**config.mk**
```make
export PLATFORM = sky130hd
export DESIGN_NAME = pipe_ctrl
export DESIGN_NICKNAME = d
export VERILOG_FILES = /design/src/rtl/pipe_ctrl.sv
export SDC_FILE = /design/constraint.sdc
export NUM_CORES = 1
export LEC_CHECK = 0
export CAP_MARGIN = 30
export CELL_PAD_IN_SITES_DETAIL_PLACEMENT = 1
export CELL_PAD_IN_SITES_GLOBAL_PLACEMENT = 2
export CORE_MARGIN = 4
export CORE_UTILIZATION = 28
export CTS_CLUSTER_SIZE = 16
export DETAILED_ROUTE_END_ITERATION = 12
export PLACE_DENSITY_LB_ADDON = 0.1
export SETUP_SLACK_MARGIN = 0.5
export SKIP_LAST_GASP = 1
export SYNTH_ARGS = -nofsm -noshare
export SYNTH_HDL_FRONTEND = slang
export SYNTH_SLANG_ARGS = --single-unit
```
**constraint.sdc**
```tcl
create_clock -name clk -period 3 [get_ports clk]
set_clock_uncertainty 0.05 [all_clocks]
set_input_delay 0.6 -clock clk [delete_from_list [all_inputs] [get_ports clk]]
set_output_delay 0.6 -clock clk [all_outputs]
set_load 0.02 [all_outputs]
```
**src/rtl/pipe_ctrl.sv**
```systemverilog
// Y86 PIPE hazard/stall controller with data-memory handshake sequencing and run/halt FSM.
// Latency: pipeline controls and dmem_req are combinational; halted/mem_timeout/stall_cycles are registered.
// Backpressure: an un-acked memory request freezes F/D/E/M and bubbles W until ack, timeout or halt.
`timescale 1ns/1ps
module pipe_ctrl #(
  parameter int TIMEOUT = 255,
  parameter int CNT_W   = 32
) (
  input  logic             clk,
  input  logic             rst,
  input  logic [7:0]       D_icode,
  input  logic [7:0]       d_srcA,
  input  logic [7:0]       d_srcB,
  input  logic [7:0]       E_icode,
  input  logic [7:0]       E_dstM,
  input  logic             e_Cnd,
  input  logic [7:0]       M_icode,
  input  logic [7:0]       W_icode,
  input  logic             dmem_ack,
  output logic             dmem_req,
  output logic             F_stall,
  output logic             D_stall,
  output logic             D_bubble,
  output logic             E_bubble,
  output logic             M_stall,
  output logic             M_bubble,
  output logic             W_stall,
  output logic             W_bubble,
  output logic             halted,
  output logic             mem_timeout,
  output logic [CNT_W-1:0] stall_cycles
);

  localparam logic [7:0] I_HALT   = 8'h0;
  localparam logic [7:0] I_MRMOVL = 8'h5;
  localparam logic [7:0] I_JXX    = 8'h7;
  localparam logic [7:0] I_RET    = 8'h9;
  localparam logic [7:0] I_POPL   = 8'hB;
  localparam logic [7:0] RNONE    = 8'hF;

  // Wait counter must be able to hold the value TIMEOUT itself.
  localparam int              WC_W = (TIMEOUT < 1) ? 1 : $clog2(TIMEOUT + 1);
  localparam logic [WC_W-1:0] TO_V = WC_W'(TIMEOUT);

  typedef enum logic [1:0] {S_RUN, S_WAIT, S_HALTED} state_t;

  state_t          state, state_nxt;
  logic [WC_W-1:0] wait_cnt;
  logic [WC_W-1:0] wait_cnt_inc;
  logic            timeout_hit;
  logic            m_memop;
  logic            w_halt;
  logic            mem_hold;
  logic            lu, ret, mis;

  assign m_memop = M_icode inside {8'h4, 8'h5, 8'h8, 8'h9, 8'hA, 8'hB};
  assign w_halt  = (W_icode == I_HALT);

  // Request is withheld during reset so an abandoned access is never re-driven.
  assign dmem_req = !rst && m_memop && (state != S_HALTED) && !w_halt;
  assign mem_hold = dmem_req && !dmem_ack;

  assign lu  = ((E_icode == I_MRMOVL) || (E_icode == I_POPL)) && (E_dstM != RNONE) &&
               ((E_dstM == d_srcA) || (E_dstM == d_srcB));
  assign ret = (D_icode == I_RET) || (E_icode == I_RET) || (M_icode == I_RET);
  assign mis = (E_icode == I_JXX) && !e_Cnd;

  assign wait_cnt_inc = wait_cnt + 1'b1;
  assign halted       = (state == S_HALTED);

  // State register.
  always_ff @(posedge clk or posedge rst) begin
    if (rst) state <= S_RUN;
    else     state <= state_nxt;
  end

  // Next state: halt in W wins over any ack; the timeout fires when the wait count would reach TIMEOUT.
  always_comb begin
    state_nxt   = state;
    timeout_hit = 1'b0;
    case (state)
      S_RUN: begin
        if (w_halt)        state_nxt = S_HALTED;
        else if (mem_hold) state_nxt = S_WAIT;
      end
      S_WAIT: begin
        if (w_halt)                         state_nxt = S_HALTED;
        else if (dmem_ack || !dmem_req)     state_nxt = S_RUN;
        else if (wait_cnt_inc == TO_V) begin
          state_nxt   = S_HALTED;
          timeout_hit = 1'b1;
        end
      end
      default: state_nxt = S_HALTED;
    endcase
  end

  // Wait counter runs only while in WAIT; zero otherwise so each wait starts fresh.
  always_ff @(posedge clk or posedge rst) begin
    if (rst)                  wait_cnt <= '0;
    else if (state == S_WAIT) wait_cnt <= wait_cnt_inc;
    else                      wait_cnt <= '0;
  end

  // Sticky timeout cause flag.
  always_ff @(posedge clk or posedge rst) begin
    if (rst)              mem_timeout <= 1'b0;
    else if (timeout_hit) mem_timeout <= 1'b1;
  end

  // Saturating count of memory-wait stall cycles.
  always_ff @(posedge clk or posedge rst) begin
    if (rst)                                stall_cycles <= '0;
    else if (mem_hold && !(&stall_cycles))  stall_cycles <= stall_cycles + 1'b1;
  end

  // Pipeline register controls by priority: reset/halted, memory hold, then PIPE hazards.
  always_comb begin
    F_stall  = 1'b0;
    D_stall  = 1'b0;
    D_bubble = 1'b0;
    E_bubble = 1'b0;
    M_stall  = 1'b0;
    M_bubble = 1'b0;
    W_stall  = 1'b0;
    W_bubble = 1'b0;
    if (rst || state == S_HALTED) begin
      F_stall  = 1'b1;
      D_stall  = 1'b1;
      E_bubble = 1'b1;
      M_stall  = 1'b1;
      W_stall  = 1'b1;
    end else if (mem_hold) begin
      // E is held by withholding its bubble; its stall follows D_stall|M_stall upstream.
      F_stall  = 1'b1;
      D_stall  = 1'b1;
      M_stall  = 1'b1;
      W_bubble = 1'b1;
    end else begin
      F_stall  = lu | ret;
      D_stall  = lu;
      D_bubble = mis | (ret & !lu);
      E_bubble = mis | lu;
      // Keep a younger memory op from committing behind HALT.
      M_bubble = w_halt;
    end
  end

endmodule

```
* Word-level counts from Yosys, hierarchy flattened
Index checks and enable logic that the tools add are counted.
** Storage, ports and cells
- Register bits :: 43
- Latch bits :: 0
- RAM bits :: 0
- Memory bits (read-only) :: 0
- Bits of input ports :: 60
- Output and inout port bits :: 43
- Logic and storage cells :: 81
- Memories :: 0
** Cells by class
- Add/subtract/negate cells :: 2
- $mul :: 0
- Div/mod/pow operators :: 0
- $lt $le $gt $ge :: 0
- Eq/ne operators :: 20
- Shift-type cells :: 0
- Muxes and demuxes :: 25
- Bitwise logic cells :: 4
- Reductions and logical operators :: 26
** Operator list (count)
- equality test 8 x 4 -> 1 bit, second input constant :: 7
- adder 32 x 1 -> 32 bit, second input constant :: 1
- equality test 8 x 3 -> 1 bit, second input constant :: 4
- AND reduction 32 bit :: 1
- two-way mux 1 bit :: 18
- equality test 8 bit :: 2
- two-way mux 2 bit :: 5
- adder 8 x 1 -> 8 bit, second input constant :: 1
- equality test 8 bit, second input constant :: 1
- logical AND 1 bit :: 8
- zero test 8 bit :: 1
- two-way mux 8 bit :: 1
- inequality test 8 x 4 -> 1 bit, second input constant :: 1
- zero test 1 bit :: 7
- logical OR 1 bit :: 6
- nonzero test 6 bit :: 1
- inequality test 4 bit, second input constant :: 1
- case mux 2 bit (2 select lines) :: 1
- inequality test 3 bit, second input constant :: 1
- OR 1 bit :: 3
- equality test 2 x 1 -> 1 bit, second input constant :: 1
- equality test 2 bit, second input constant :: 1
- zero test 2 bit :: 1
- inequality test 2 bit, second input constant :: 1
- other kinds (2) :: 2

* Longest topological paths before layout
- Depth in word-level cells :: 10
- Mapped depth :: 8

* Worst setup path after synthesis
Ideal clock, no wire load.
- Kind :: input to output
- From :: input E_icode[5]
- To :: output E_bubble
- Arrival :: 1.993 ns
- Setup slack :: 0.357 ns
- Stages :: 4
- Buffers on the path :: 0
- Path through :: nor4_1 -> nand2_1 -> or4b_2 -> a31oi_1
** Between the ends
- Longest elaborated chain between the ends :: 7
- Elaborated cells on any way between the ends :: 10
- Classes of those cells :: eq/ne (3); mux (2); bitwise (1); reduce/logical (4)
** RTL lines
- start, declared :: RTL line 14 : input logic [7:0] E_icode,
- equality test 8 x 3 -> 1 bit or equality test 8 x 4 -> 1 bit (tied branches) :: RTL line 63 : assign lu = ((E_icode == I_MRMOVL) || (E_icode == I_POPL)) && (E_dstM != RNONE) &&
- logical OR 1 bit :: RTL line 63
- logical AND 1 bit (2 in series) :: RTL line 63
- OR 1 bit (*) :: RTL line 143 : E_bubble = mis | lu;
- two-way mux 1 bit (*) :: RTL line 133 : end else if (mem_hold) begin
- two-way mux 1 bit (*) :: RTL line 127 : if (rst || state == S_HALTED) begin
- end, declared :: RTL line 24 : output logic E_bubble,
Mark *: on every way between the ends. The rest lies on a longest branch, timed or not.

* Worst setup path in the final report
- From :: input E_icode[6]
- To :: output D_bubble
** Between the ends
- Longest elaborated chain between the ends :: 9
- Elaborated cells on any way between the ends :: 15
- Classes of those cells :: eq/ne (4); mux (2); bitwise (2); reduce/logical (7)
** RTL lines
- equality test 8 x 3 -> 1 bit or equality test 8 x 4 -> 1 bit (tied branches) :: RTL line 63
- logical OR 1 bit :: RTL line 63
- logical AND 1 bit (2 in series) :: RTL line 63
- zero test 1 bit :: RTL line 142 : D_bubble = mis | (ret & !lu);
- AND 1 bit :: RTL line 142
- OR 1 bit (*) :: RTL line 142
- two-way mux 1 bit (*) :: RTL line 133
- two-way mux 1 bit (*) :: RTL line 127
- end, declared :: RTL line 23 : output logic D_bubble,
Marked as above.

==> results.md <==
- Critical path type: input pin to output port
- Final cell count without fillers: between 500 and 600
- CP Max Fanout: 2
- Row Count: 35
- Slew Viols, Final: 0
- Nets: 463
- Cell area power density: 314.8 nW/um^2
- Avg Cell Area, Syn: 9.982 sq um
- Inserted Clock Buffers: 5
- Cell Area, Synth: around 2700 sq um
- Hold Fails Final Rpt: 0
- Worst r2r src: stall_cycles[14]
- Final wirelength: just under 9000 um
- Die span in y: between 100 and 150 um
- RR Endpoint: stall_cycles[9]
- Drt via density: between 4 and 5
- Worst-margin pin slew: ~0.57 ns
- Placed Instances: just over 500
- Layout cells sized above 1: between 20% and 30%
- Die X: around 110 um
- Final Wtd Congestion: 0.7033
- First-pass GRT wire length: ~15,000 um
- RSZ-0062 raised after global routing: true
- Leakage: approximately 1.9 nW
- Post-synth top flop: dfrtp_1
- CP Data Arrival Time: between 2 and 2.5 ns
- Commonest cells after routing, fill and taps aside: dfrtp_1 (43), dlygate4sd2_1 (37), clkdlybuf4s50_1 (37)
- Final min period: ~2.7 ns
- Worst setup EP type: output port
- Initial Util: 28.92%
- Critical Path Source Type: input pin
- Area Overhead vs Synth: 60.76%
- Netlist cell types: just over 50
- CP endpoint: D_bubble
- Rel. slew slack: roughly 62%
- Commonest non-fill, non-tap cell in the layout: dfrtp_1
- First-pass DRT Iterations: 4
- Synthesized Nets: between 300 and 400
- Diodes inserted: 0
- Post-DP HPWL: approximately 6500 um
- Average routed wire per standard cell: 16.30 um
- Hold Crit Class: flip-flop to flip-flop
- Clk pin slew, worst setup/hold paths: ~0.090 ns
- Initial antenna violation count: 0
- Max-cap check violation count: 0
- Final Core Density: a little under half
- Setup ws final: around 0.30 ns
- Worst Path Required: 2.35 ns
- DR vias: approximately 2.6k
- CTS H-Tree Depth: 2
- Mapped Cells: about 270
- Total track usage: 15.70%
- CTS tree: done
- Yosys warns: 0
- Final setup violation count: 0
- Register area share after synthesis: ~40%
- CTS sink cnt: 43
- R2R cell count: 6
- PortBufs: about 100
- Core area: between 9000 and 10,000 sq um
- Ys async rst share: 100.0%
- F_max: around 370 MHz
- Worst VDD drop: between 0.15 and 0.2 mV
- Clk_lat worst skew: 0.30 ns
- Starting DRT DRC Count: 61
- DIE AREA: 11,220 sq um
- Num ports: 103
- Final period utilization: between 90% and 100%
- Final setup TNS: 0 ns
- Run status: finished, final reports clean
- Post-synthesis register bit count: 43
- Crit path from: E_icode[6]
- Post-synth EDFFs: 0
- Place WS: -0.5268 ns
- Fill cells: approximately 1.1k
- Post-route ant nets: 0
- Overflow after GRT: 0
- Flop2flop setup slack: 0.67 ns
- Total power: about 0.0014 W
- Vias in the first global route: between 2k and 3k
- Largest net degree at the start of global routing: 44
- # DRC: 0
- # hold bufs at CTS: 0
- Clock Tree Buf Depth: 2
- Root buffer cell: clkbuf_8
[timing repair]
item | CTS | global route
setup endpoints to repair | 18 | 21
pin swaps | 36 | 12
setup buffers | 4 | 4
gates resized for setup | 145 | 33
[cells in the mapped netlist (all sizes together), types with 3 or more instances]
library cell / count / area (sq um)
nor2b: 3 / 18.77
and4: 4 / 40.04
nor4: 21 / 203.9
xnor2: 19 / 166.4
or3: 3 / 18.77
nand2: 20 / 77.58
nor2: 20 / 77.58
o21ai: 4 / 20.02
a31oi: 3 / 18.77
inv: 6 / 22.52
nand4: 17 / 112.6
mux2: 3 / 37.53
ha: 3 / 37.54
nand3: 18 / 90.09
and3: 4 / 25.02
xor2: 29 / 254.0
and2: 3 / 18.77
buf: 5 / 53.79
dfrtp: 43 / 1076
nor3: 14 / 75.07
[flip-flops by register name (all words and copies together), names as in the netlist]
register	flops
mem_timeout	1
stall_cycles	32
state	2
wait_cnt	8
[kinds of logic (layout without fill, tap and decap cells)]
| logic type | Yosys count | after routing | share of synthesized area, % |
|---|---|---|---|
| DFF | 43 | 43 | 40.07 |
| buffers and inverters | 12 | 144 | 2.982 |
| AOI/OAI and AO/OA | 21 | 21 | 5.732 |
| muxes | 3 | 3 | 1.398 |
| adders and majority gates | 3 | 3 | 1.398 |
| and+or+nand+nor | 139 | 139 | 32.76 |
| xor gates and xnor gates | 48 | 48 | 15.66 |
[metal layers]
metal,up-vias,global-route usage [%],share of wire (%)
li1,1247,-,-
met1,1259,22.64,49
met2,78,24.13,44
met3,4,3.339,5.8
met4,0,3.608,0.69
met5,-,0,0
[layout make-up]
cell class                 instances  area (sq um)  area share [%]
clock inverter                     2         60.06           1.391
timing repair buffer             130          1154           26.72
inverter                           6         22.52          0.5217
clock buffer                       6         72.57           1.681
tap                              129         161.4           3.739
sequential                        43          1076           24.93
multi-input combinational        214          1770           41.01
[through the flow]
| step | hold slack, ns | area (sq um) |
|---|---|---|
| 2_1_floorplan | 0.4181 | 2723 |
| 3_3_place_gp | 0.4087 | 3998 |
| 3_5_place_dp | 0.4227 | 3998 |
| 4_1_cts | 0.4473 | 4254 |
| 5_1_grt | 0.4742 | 4317 |
| 6_report | 0.4374 | 4317 |
[how the worst min path moves through the flow]
stage                           startpoint               end  slack (ns)  cells after the start
after detailed placement       mem_timeout       mem_timeout        0.42                      1
after global placement         mem_timeout       mem_timeout        0.41                      1
after global routing      stall_cycles[17]  stall_cycles[17]        0.47                      1
final                          mem_timeout       mem_timeout        0.44                      1
after floorplan                wait_cnt[0]       wait_cnt[0]        0.42                      1
after CTS                      mem_timeout       mem_timeout        0.45                      1
[power breakdown]
part	switching [W]	internal, W
Clock	0.000209	0.000333
Combinational	0.000103	0.000120
Sequential	0.00000850	0.000585
[worst max-delay path: stages]
cell and delay (ns):
buf_6 0.09, nor4_4 0.25, nand2_1 0.13, o41a_1 0.46
nor3_2 0.14, buf_4 0.15, o2bb2ai_4 0.10, buf_6 0.13
Power figures use the tool's default switching activity.
